==> src/rtl/demod_pkg.sv <==
// demod_pkg: shared constants, FSM states and reference lookups for the segment demodulator.
package demod_pkg;
  localparam int NUM_SEG = 10;
  localparam int DATA_W = 32;
  localparam logic [DATA_W-1:0] REF_POS = 32'h0001_0000;
  localparam logic [DATA_W-1:0] REF_NEG = 32'hFFFF_0000;
  typedef enum logic [1:0] {IDLE, RUN, DRAIN, DONE} state_t;
  function automatic logic [DATA_W-1:0] ref_of(input logic [3:0] i);
    return i[0] ? REF_NEG : REF_POS;
  endfunction
  function automatic logic [DATA_W-1:0] ref_m_of(input logic [3:0] i);
    return i[0] ? REF_POS : REF_NEG;
  endfunction
endpackage

==> src/rtl/demod_decision_slice.sv <==
// demod_decision_slice: registered sign decision picking ref or ref_m for one segment index.
module demod_decision_slice
  import demod_pkg::*;
(
  input  logic              clk,
  input  logic              reset,
  input  logic [DATA_W-1:0] sample,
  input  logic [3:0]        idx,
  output logic [DATA_W-1:0] result
);
  logic [DATA_W-1:0] result_d, result_q;
  // zero is not positive, so it takes ref_m
  always_comb result_d = ($signed(sample) > 0) ? ref_of(idx) : ref_m_of(idx);
  always_ff @(posedge clk) result_q <= reset ? '0 : result_d;
  assign result = result_q;
endmodule

==> src/rtl/demod_segment_scheduler.sv <==
// demod_segment_scheduler: steps one shared decision slice over all segments and banks the results.
module demod_segment_scheduler
  import demod_pkg::*;
(
  input  logic                      clk,
  input  logic                      reset,
  input  logic                      start,
  input  logic [DATA_W-1:0]         input_bit,
  output logic [NUM_SEG*DATA_W-1:0] segment_bus,
  output logic [3:0]                seg_idx,
  output logic                      seg_we,
  output logic                      valid,
  output logic                      busy
);
  state_t state_d, state_q;
  logic [3:0] idx_d, idx_q, seg_idx_d, seg_idx_q;
  logic [DATA_W-1:0] sample_d, sample_q, result;
  logic seg_we_d, seg_we_q;
  logic [NUM_SEG*DATA_W-1:0] bank_d, bank_q;
  demod_decision_slice u_slice (
    .clk    (clk),
    .reset  (reset),
    .sample (sample_q),
    .idx    (idx_q),
    .result (result)
  );
  always_comb begin
    state_d = state_q;
    idx_d = idx_q;
    sample_d = sample_q;
    bank_d = bank_q;
    unique case (state_q)
      IDLE: if (start) begin
        state_d = RUN;
        idx_d = '0;
        sample_d = input_bit;
      end
      RUN: begin
        state_d = (idx_q == 4'(NUM_SEG - 1)) ? DRAIN : RUN;
        idx_d = (idx_q == 4'(NUM_SEG - 1)) ? idx_q : idx_q + 4'd1;
      end
      DRAIN: state_d = DONE;
      DONE: state_d = IDLE;
    endcase
    // slice output lags idx by one cycle, so the strobe and its index are delayed to match
    seg_we_d = (state_q == RUN);
    seg_idx_d = (state_q == RUN) ? idx_q : seg_idx_q;
    if (seg_we_q) bank_d[seg_idx_q*DATA_W +: DATA_W] = result;
  end
  always_ff @(posedge clk) begin
    if (reset) begin
      state_q <= IDLE;
      idx_q <= '0;
      sample_q <= '0;
      seg_we_q <= 1'b0;
      seg_idx_q <= '0;
      bank_q <= '0;
    end else begin
      state_q <= state_d;
      idx_q <= idx_d;
      sample_q <= sample_d;
      seg_we_q <= seg_we_d;
      seg_idx_q <= seg_idx_d;
      bank_q <= bank_d;
    end
  end
  assign segment_bus = bank_q;
  assign seg_idx = seg_idx_q;
  assign seg_we = seg_we_q;
  assign valid = (state_q == DONE);
  assign busy = (state_q != IDLE);
endmodule

==> config.mk <==
export PLATFORM = sky130hd
export DESIGN_NAME = demod_segment_scheduler
export DESIGN_NICKNAME = d
export VERILOG_FILES = /design/src/rtl/demod_pkg.sv /design/src/rtl/demod_decision_slice.sv /design/src/rtl/demod_segment_scheduler.sv
export SDC_FILE = /design/constraint.sdc
export NUM_CORES = 1
export LEC_CHECK = 0
export ABC_AREA = 1
export CAP_MARGIN = 20
export CELL_PAD_IN_SITES_DETAIL_PLACEMENT = 0
export CELL_PAD_IN_SITES_GLOBAL_PLACEMENT = 1
export CORE_ASPECT_RATIO = 0.7
export CORE_MARGIN = 4
export CORE_UTILIZATION = 25
export CTS_BUF_LIST = sky130_fd_sc_hd__clkbuf_16
export CTS_CLUSTER_SIZE = 16
export DETAILED_ROUTE_END_ITERATION = 16
export PLACE_DENSITY = 0.85
export SETUP_SLACK_MARGIN = 0.1
export SLEW_MARGIN = 30
export SYNTH_ARGS = -nofsm -noshare
export SYNTH_HDL_FRONTEND = slang
export SYNTH_SLANG_ARGS = --single-unit
==> constraint.sdc <==
create_clock -name clk -period 5.6 [get_ports clk]
set_clock_uncertainty 0.15 [all_clocks]
set_input_delay 1.12 -clock clk [delete_from_list [all_inputs] [get_ports clk]]
set_output_delay 1.12 -clock clk [all_outputs]
set_load 0.05 [all_outputs]
==> results.json, run 1 <==
{
  "status": "completed",
  "startpoint_type": "flip-flop",
  "setup_slack_ns": 2.459,
  "period_share_pct": 56.08,
  "cts_sinks": 65,
  "remaining_drc_errors": 0,
  "cp-end-kind": "output pin",
  "antenna_found_initial": 0,
  "peakVddDrop_mv": 0.1386,
  "synth_seq_cells": 65,
  "power.total_uw": 1567,
  "io_pins": 362,
  "yosysTopAreaCell": "buf_4",
  "synth-seq-area-share_pct": 25.27,
  "grt_start_max_net_pins": 62,
  "p_leak_uw": 0.002653,
  "tns_ns": 0,
  "p_comb_share_pct": 27.2,
  "pre_cts_ws_ns": 2.581,
  "drtIter0Drc": 86,
  "synth_mux_area_share_pct": 0,
  "drv_slew": 0,
  "cpMaxStageDelayCell": "clkdlybuf4s50_1",
  "synthTopCellsByArea": "buf_4 (44%), dfxtp_1 (25%), nor2_1 (6.6%), o21ai_0 (4.1%), nand2_1 (3.3%)",
  "grt_pass1_wl_um": 16260,
  "cpPeakStageDelay_ns": 0.91,
  "place.port_buffers": 201,
  "post-route-min-period_ns": 3.141,
  "critPathArrivalTime_ns": 1.87,
  "synth_top_family_by_area": "buffers and inverters",
  "nFillCells": 2149,
  "dieArea_sq_um": 22990,
  "maxCapViolCount": 0,
  "cp.required_ns": 4.33,
  "rows": 43,
  "p_int_uw": 990.9,
  "die_w_um": 179.5,
  "p_per_area_nw_per_um2": 255.5,
  "h-tree-depth": 3,
  "p_clk_share_pct": 40.8,
  "dr_total_vias": 3527,
  "cts_buffer_depth": 2,
  "cp_num_buf_inv": 1,
  "synthCells": 692,
  "ys_types": 35,
  "cts_setup_buffers": 0,
  "synth_area_per_cell_sq_um": 7.440,
  "postCtsHoldBufs": 0,
  "cts-root-buf": "clkbuf_16",
  "diodes": 0,
  "synth_xor_area_share_pct": 0.3402,
  "wl_um": 11270,
  "p_sw_uw": 576.3,
  "gp_congestion": 0.7370,
  "path_cells": "clkdlybuf4s50_1",
  "initial_utilization_pct": 25.73,
  "grt_pass1_vias": 3055,
  "tightest_slew_ns": 0.6992,
  "synthesis.area_sq_um": 5149,
  "synthSimpleGateAreaFrac_pct": 18.10,
  "cts_made_buffers": 9,
  "num-nets-final": 790,
  "clock_latency_ns": 0.32,
  "synth-compound-area-share_pct": 6.926,
  "overflow": 0,
  "post-route-util_pct": 30.65,
  "hold_violations": 0,
  "synthArstFlopShare_pct": 0,
  "seqPwrFrac_pct": 32.0,
  "core_sq_um": 20010,
  "viasPerCell": 3.441,
  "synth_enable_flop_cells": 0,
  "tritoncts": "done",
  "cp_top_family": "buffers and inverters",
  "synth_top_area_share_pct": 43.74,
  "setup_viol": 0,
  "post-dp-hpwl_um": 9152,
  "hold_ws_ns": 0.3018,
  "wl_per_cell_um": 11.00,
  "ctsResizeCount": 0,
  "dieHeight_um": 128.1,
  "drt-pass1-iter-count": 4,
  "synth_ff_type": "dfxtp_1",
  "critPathMaxFanout": 16,
  "track_usage_pct": 8.659,
  "swShare_pct": 36.77,
  "path_clk_slew_ns": 0.06,
  "rsz0062_at_grt": "no",
  "max_freq_mhz": 318.4,
  "ant_nets": 0,
  "path_class": "reg2out",
  "syn_to_final_growth_pct": 19.13,
  "drive_gt1_share_pct": 6.358,
  "yosysWarningCount": 0,
  "synthAdderAreaFrac_pct": 0.9721,
  "maxSlewHeadroom_pct": 53.32,
  "holdCritPathClass": "reg2reg"
}
layout make-up:
cell class	count	area [sq um]	share of cell area, %
clock buffers	9	225.2	3.672
clock inverters	6	116.4	1.897
multi-input cells	426	1957	31.91
well taps	270	337.8	5.508
inverters	47	176.4	2.876
flip-flops and latches	65	1301	21.22
repair buffers	202	2019	32.93
worst register-to-register path, stage by stage (launching register included):
cell	delay (ns)
dfxtp_1	0.54
inv_2	0.16
ha_1	0.50
inv_1	0.28
nand4_1	0.18
inv_1	0.13
nand2_2	0.07
o21ai_0	0.18
nor2_1	0.06
sequential cells by signal, indices dropped and copies added (netlist names):
| signal | cells |
|---|---|
| idx_q | 4 |
| seg_idx | 4 |
| sample_q | 32 |
| segment_bus | 20 |
| state_q | 2 |
| u_slice.result | 2 |
| seg_we | 1 |
synth_stat cells (2+ instances only):
cell,n
buf_4,300
nor2_1,91
dfxtp_1,65
nand2_1,45
o21ai_0,42
inv_1,39
a21oi_1,25
nand4_1,13
nand3_1,12
inv_2,8
clkbuf_1,7
nor2_2,7
ha_1,4
nand2_2,4
buf_1,3
nand2_4,3
buf_2,2
nor2_4,2
nor2_8,2
nor3_1,2
nor3b_1,2
power groups by stage:
stage	Sequential [uW]	Clock [uW]	Combinational, uW
2_1_floorplan	517	0	447
3_3_place_gp	511	0	422
3_5_place_dp	511	0	424
4_1_cts	501	656	425
5_1_grt	504	675	456
6_report	501	640	426
per-stage QoR:
stage	area (sq um)	cells
finish	6133	1025
global placement	5792	1010
CTS	6133	1025
global route	6133	1025
detailed placement	5792	1010
floorplan	5746	851
cell families after synthesis:
family                     count (synthesis)
adders and majority gates                  4
buffers and inverters                    360
xor gates and xnor gates                   2
other                                      1
AOI/OAI and AO/OA                         70
and+or+nand+nor                          190
DFF                                       65
metal layers:
metal	wire (um)	track usage, %	part of all wire [%]	vias to the layer above
li1	-	-	-	1810
met1	5075	11.94	45	1561
met2	5242	12.90	47	145
met3	822	2.609	7.3	11
met4	132	2.956	1.2	0
met5	0	0	0	-
cells in the final DEF, fill, tap and decap left out, drive strengths merged:
master and n:
bufinv 3, o21ai 44, inv 48, ha 4, nand3 13, and2 2
nor3b 2, xnor2 1, nor2 102, a211oi 1, conb 160, clkbuf 9
nor3 4, nand2 52, nand4 15, a21oi 25, xor2 1, clkinv 2
buf 1, dfxtp 65, clkdlybuf4s50 201
path summary, 6_finish.rpt:
| path | endpoint | cells past startpoint | start | slack (ns) |
|---|---|---|---|---|
| max | segment_bus[309] | 1 | segment_bus[318] | 2.46 |
| min | sample_q[4] | 2 | sample_q[4] | 0.30 |
| max reg2reg | segment_bus[127] | 8 | seg_idx[0] | 3.26 |
| min reg2reg | sample_q[4] | 2 | sample_q[4] | 0.30 |
No activity file was read; power rests on OpenSTA's default activity.
==> run 2, diff against run 1 <==
--- a/config.mk
+++ b/config.mk
@@ -11,11 +11,11 @@
 export CELL_PAD_IN_SITES_GLOBAL_PLACEMENT = 1
 export CORE_ASPECT_RATIO = 0.7
 export CORE_MARGIN = 4
-export CORE_UTILIZATION = 25
+export CORE_UTILIZATION = 21
 export CTS_BUF_LIST = sky130_fd_sc_hd__clkbuf_16
 export CTS_CLUSTER_SIZE = 16
 export DETAILED_ROUTE_END_ITERATION = 16
-export PLACE_DENSITY = 0.85
+export PLACE_DENSITY = 0.76
 export SETUP_SLACK_MARGIN = 0.1
 export SLEW_MARGIN = 30
 export SYNTH_ARGS = -nofsm -noshare
==> constraint.sdc (replaced) <==
create_clock -name clk -period 2.8 [get_ports clk]
set_clock_uncertainty 0.15 [all_clocks]
set_input_delay 0.56 -clock clk [delete_from_list [all_inputs] [get_ports clk]]
set_output_delay 0.56 -clock clk [all_outputs]
set_load 0.05 [all_outputs]
==> results.json, run 2 (synthesis gave the netlist of run 1 again) <==
{
  "cp_top_family": "buffers and inverters",
  "cts_sinks": 65,
  "path_class": "reg2out",
  "holdCritPathClass": "reg2reg",
  "regArea_sq_um": 1301,
  "maxSlewHeadroom_pct": 59.35,
  "cts-root-buf": "clkbuf_16",
  "gp_congestion": 0.7205,
  "num-nets-final": 794,
  "tightest_slew_ns": 0.6079,
  "grt_pass1_vias": 3192,
  "viasPerCell": 3.290,
  "dieArea_sq_um": 27130,
  "setup_viol": 0,
  "post-dp-hpwl_um": 9277,
  "postCtsHoldBufs": 0,
  "period_share_pct": 92.03,
  "dr_total_vias": 3547,
  "path_cells": "clkdlybuf4s50_1",
  "maxCapViolCount": 0,
  "overflow": 0,
  "h-tree-depth": 3,
  "p_leak_uw": 0.003554,
  "rows": 47,
  "tns_ns": 0,
  "r2r_slack_ns": 0.57,
  "cp-end-kind": "output pin",
  "wl_um": 11830,
  "max_freq_mhz": 388.1,
  "dieHeight_um": 139.0,
  "cp.required_ns": 2.09,
  "track_usage_pct": 7.775,
  "status": "completed",
  "multi_input_area_sq_um": 1957,
  "cpMaxStageDelayCell": "clkdlybuf4s50_1",
  "die_w_um": 195.2,
  "remaining_drc_errors": 0,
  "dpl_cell_area_sq_um": 5894,
  "rsz0062_at_grt": "yes",
  "grt_pass1_wl_um": 16990,
  "wl_per_cell_um": 10.97,
  "drtIter0Drc": 132,
  "core_sq_um": 23880,
  "setup_slack_ns": 0.2230,
  "drt-pass1-iter-count": 4,
  "path_clk_slew_ns": 0.06,
  "startpoint_type": "flip-flop",
  "nFillCells": 2609,
  "layout_commonest_cell": "conb_1",
  "pre_cts_ws_ns": 0.5086,
  "cts_buffer_depth": 2,
  "io_pins": 362,
  "drive_gt1_share_pct": 6.711,
  "hold_violations": 0,
  "diodes": 0,
  "post-route-min-period_ns": 2.577,
  "power.total_uw": 3057,
  "place.port_buffers": 201,
  "clock_latency_ns": 0.33,
  "tritoncts": "done",
  "peakVddDrop_mv": 0.2179,
  "initial_utilization_pct": 21.56,
  "cp_num_buf_inv": 1,
  "critPathMaxFanout": 16,
  "cpPeakStageDelay_ns": 0.91,
  "hold_ws_ns": 0.2988,
  "syn_to_final_growth_pct": 22.82,
  "drv_slew": 0,
  "ant_nets": 0,
  "grt_start_max_net_pins": 49,
  "top_register": "sample_q",
  "p_per_area_nw_per_um2": 483.4,
  "antenna_found_initial": 0,
  "cts_setup_buffers": 0,
  "largest_reg_flops": 32,
  "ctsResizeCount": 0,
  "critPathArrivalTime_ns": 1.87,
  "finalInstanceArea_sq_um": 6324,
  "final_cell_mix": "conb_1 (160), clkdlybuf4s50_1 (154), nor2_1 (91)",
  "cts_made_buffers": 9
}
==> run 2: per-stage QoR <==
stage | util, % | cells
detailed placement | 24.69 | 1062
finish | 26.49 | 1078
CTS | 25.99 | 1078
global placement | 24.69 | 1062
floorplan | - | 851
global route | 26.49 | 1078
==> run 2: where the power goes <==
group | switching, uW | internal (uW)
combinational | 717 | 147
clock | 419 | 772
sequential | 29.0 | 973
==> run 2: cell type report <==
cell class	count	share of cell area, %
clock inverters	7	1.365
clock buffers	9	3.562
inverters	47	2.790
multi-input cells	426	30.95
repair buffers	206	34.47
flip-flops and latches	65	20.58
well taps	318	6.292
==> run 2: final timing paths <==
| path | cells past startpoint | from | endpoint |
|---|---|---|---|
| max | 1 | segment_bus[287] | segment_bus[287] |
| min | 2 | sample_q[4] | sample_q[4] |
| max reg2reg | 9 | seg_idx[0] | segment_bus[112] |
| min reg2reg | 2 | sample_q[4] | sample_q[4] |
==> run 2: routing by layer <==
metal | global-route usage, % | wire (um) | part of all wire [%]
met2 | 12.51 | 5638 | 48
met3 | 2.865 | 888 | 7.5
met4 | 2.350 | 128 | 1.1
met5 | 0 | 0 | 0
met1 | 9.764 | 5175 | 44
==> run 2: worst reg2reg max path: cells and delay by family (launching register included) <==
| kind | cells | cell delay [ns] |
|---|---|---|
| adder cells (fa/ha/maj) | 1 | 0.45 |
| AO/OA/AOI/OAI | 1 | 0.16 |
| flip-flops | 1 | 0.52 |
| AND/OR/NAND/NOR | 4 | 0.53 |
| buffers and inverters | 3 | 0.29 |
==> run 3, diff against run 2 <==
--- a/config.mk
+++ b/config.mk
@@ -15,9 +15,10 @@
 export CTS_BUF_LIST = sky130_fd_sc_hd__clkbuf_16
 export CTS_CLUSTER_SIZE = 16
 export DETAILED_ROUTE_END_ITERATION = 16
+export GPL_ROUTABILITY_DRIVEN = 1
 export PLACE_DENSITY = 0.76
 export SETUP_SLACK_MARGIN = 0.1
-export SLEW_MARGIN = 30
+export SLEW_MARGIN = 15
 export SYNTH_ARGS = -nofsm -noshare
 export SYNTH_HDL_FRONTEND = slang
 export SYNTH_SLANG_ARGS = --single-unit
==> results of run 3 <==
The final DEF is identical to that of run 2; final timing and power are the same.
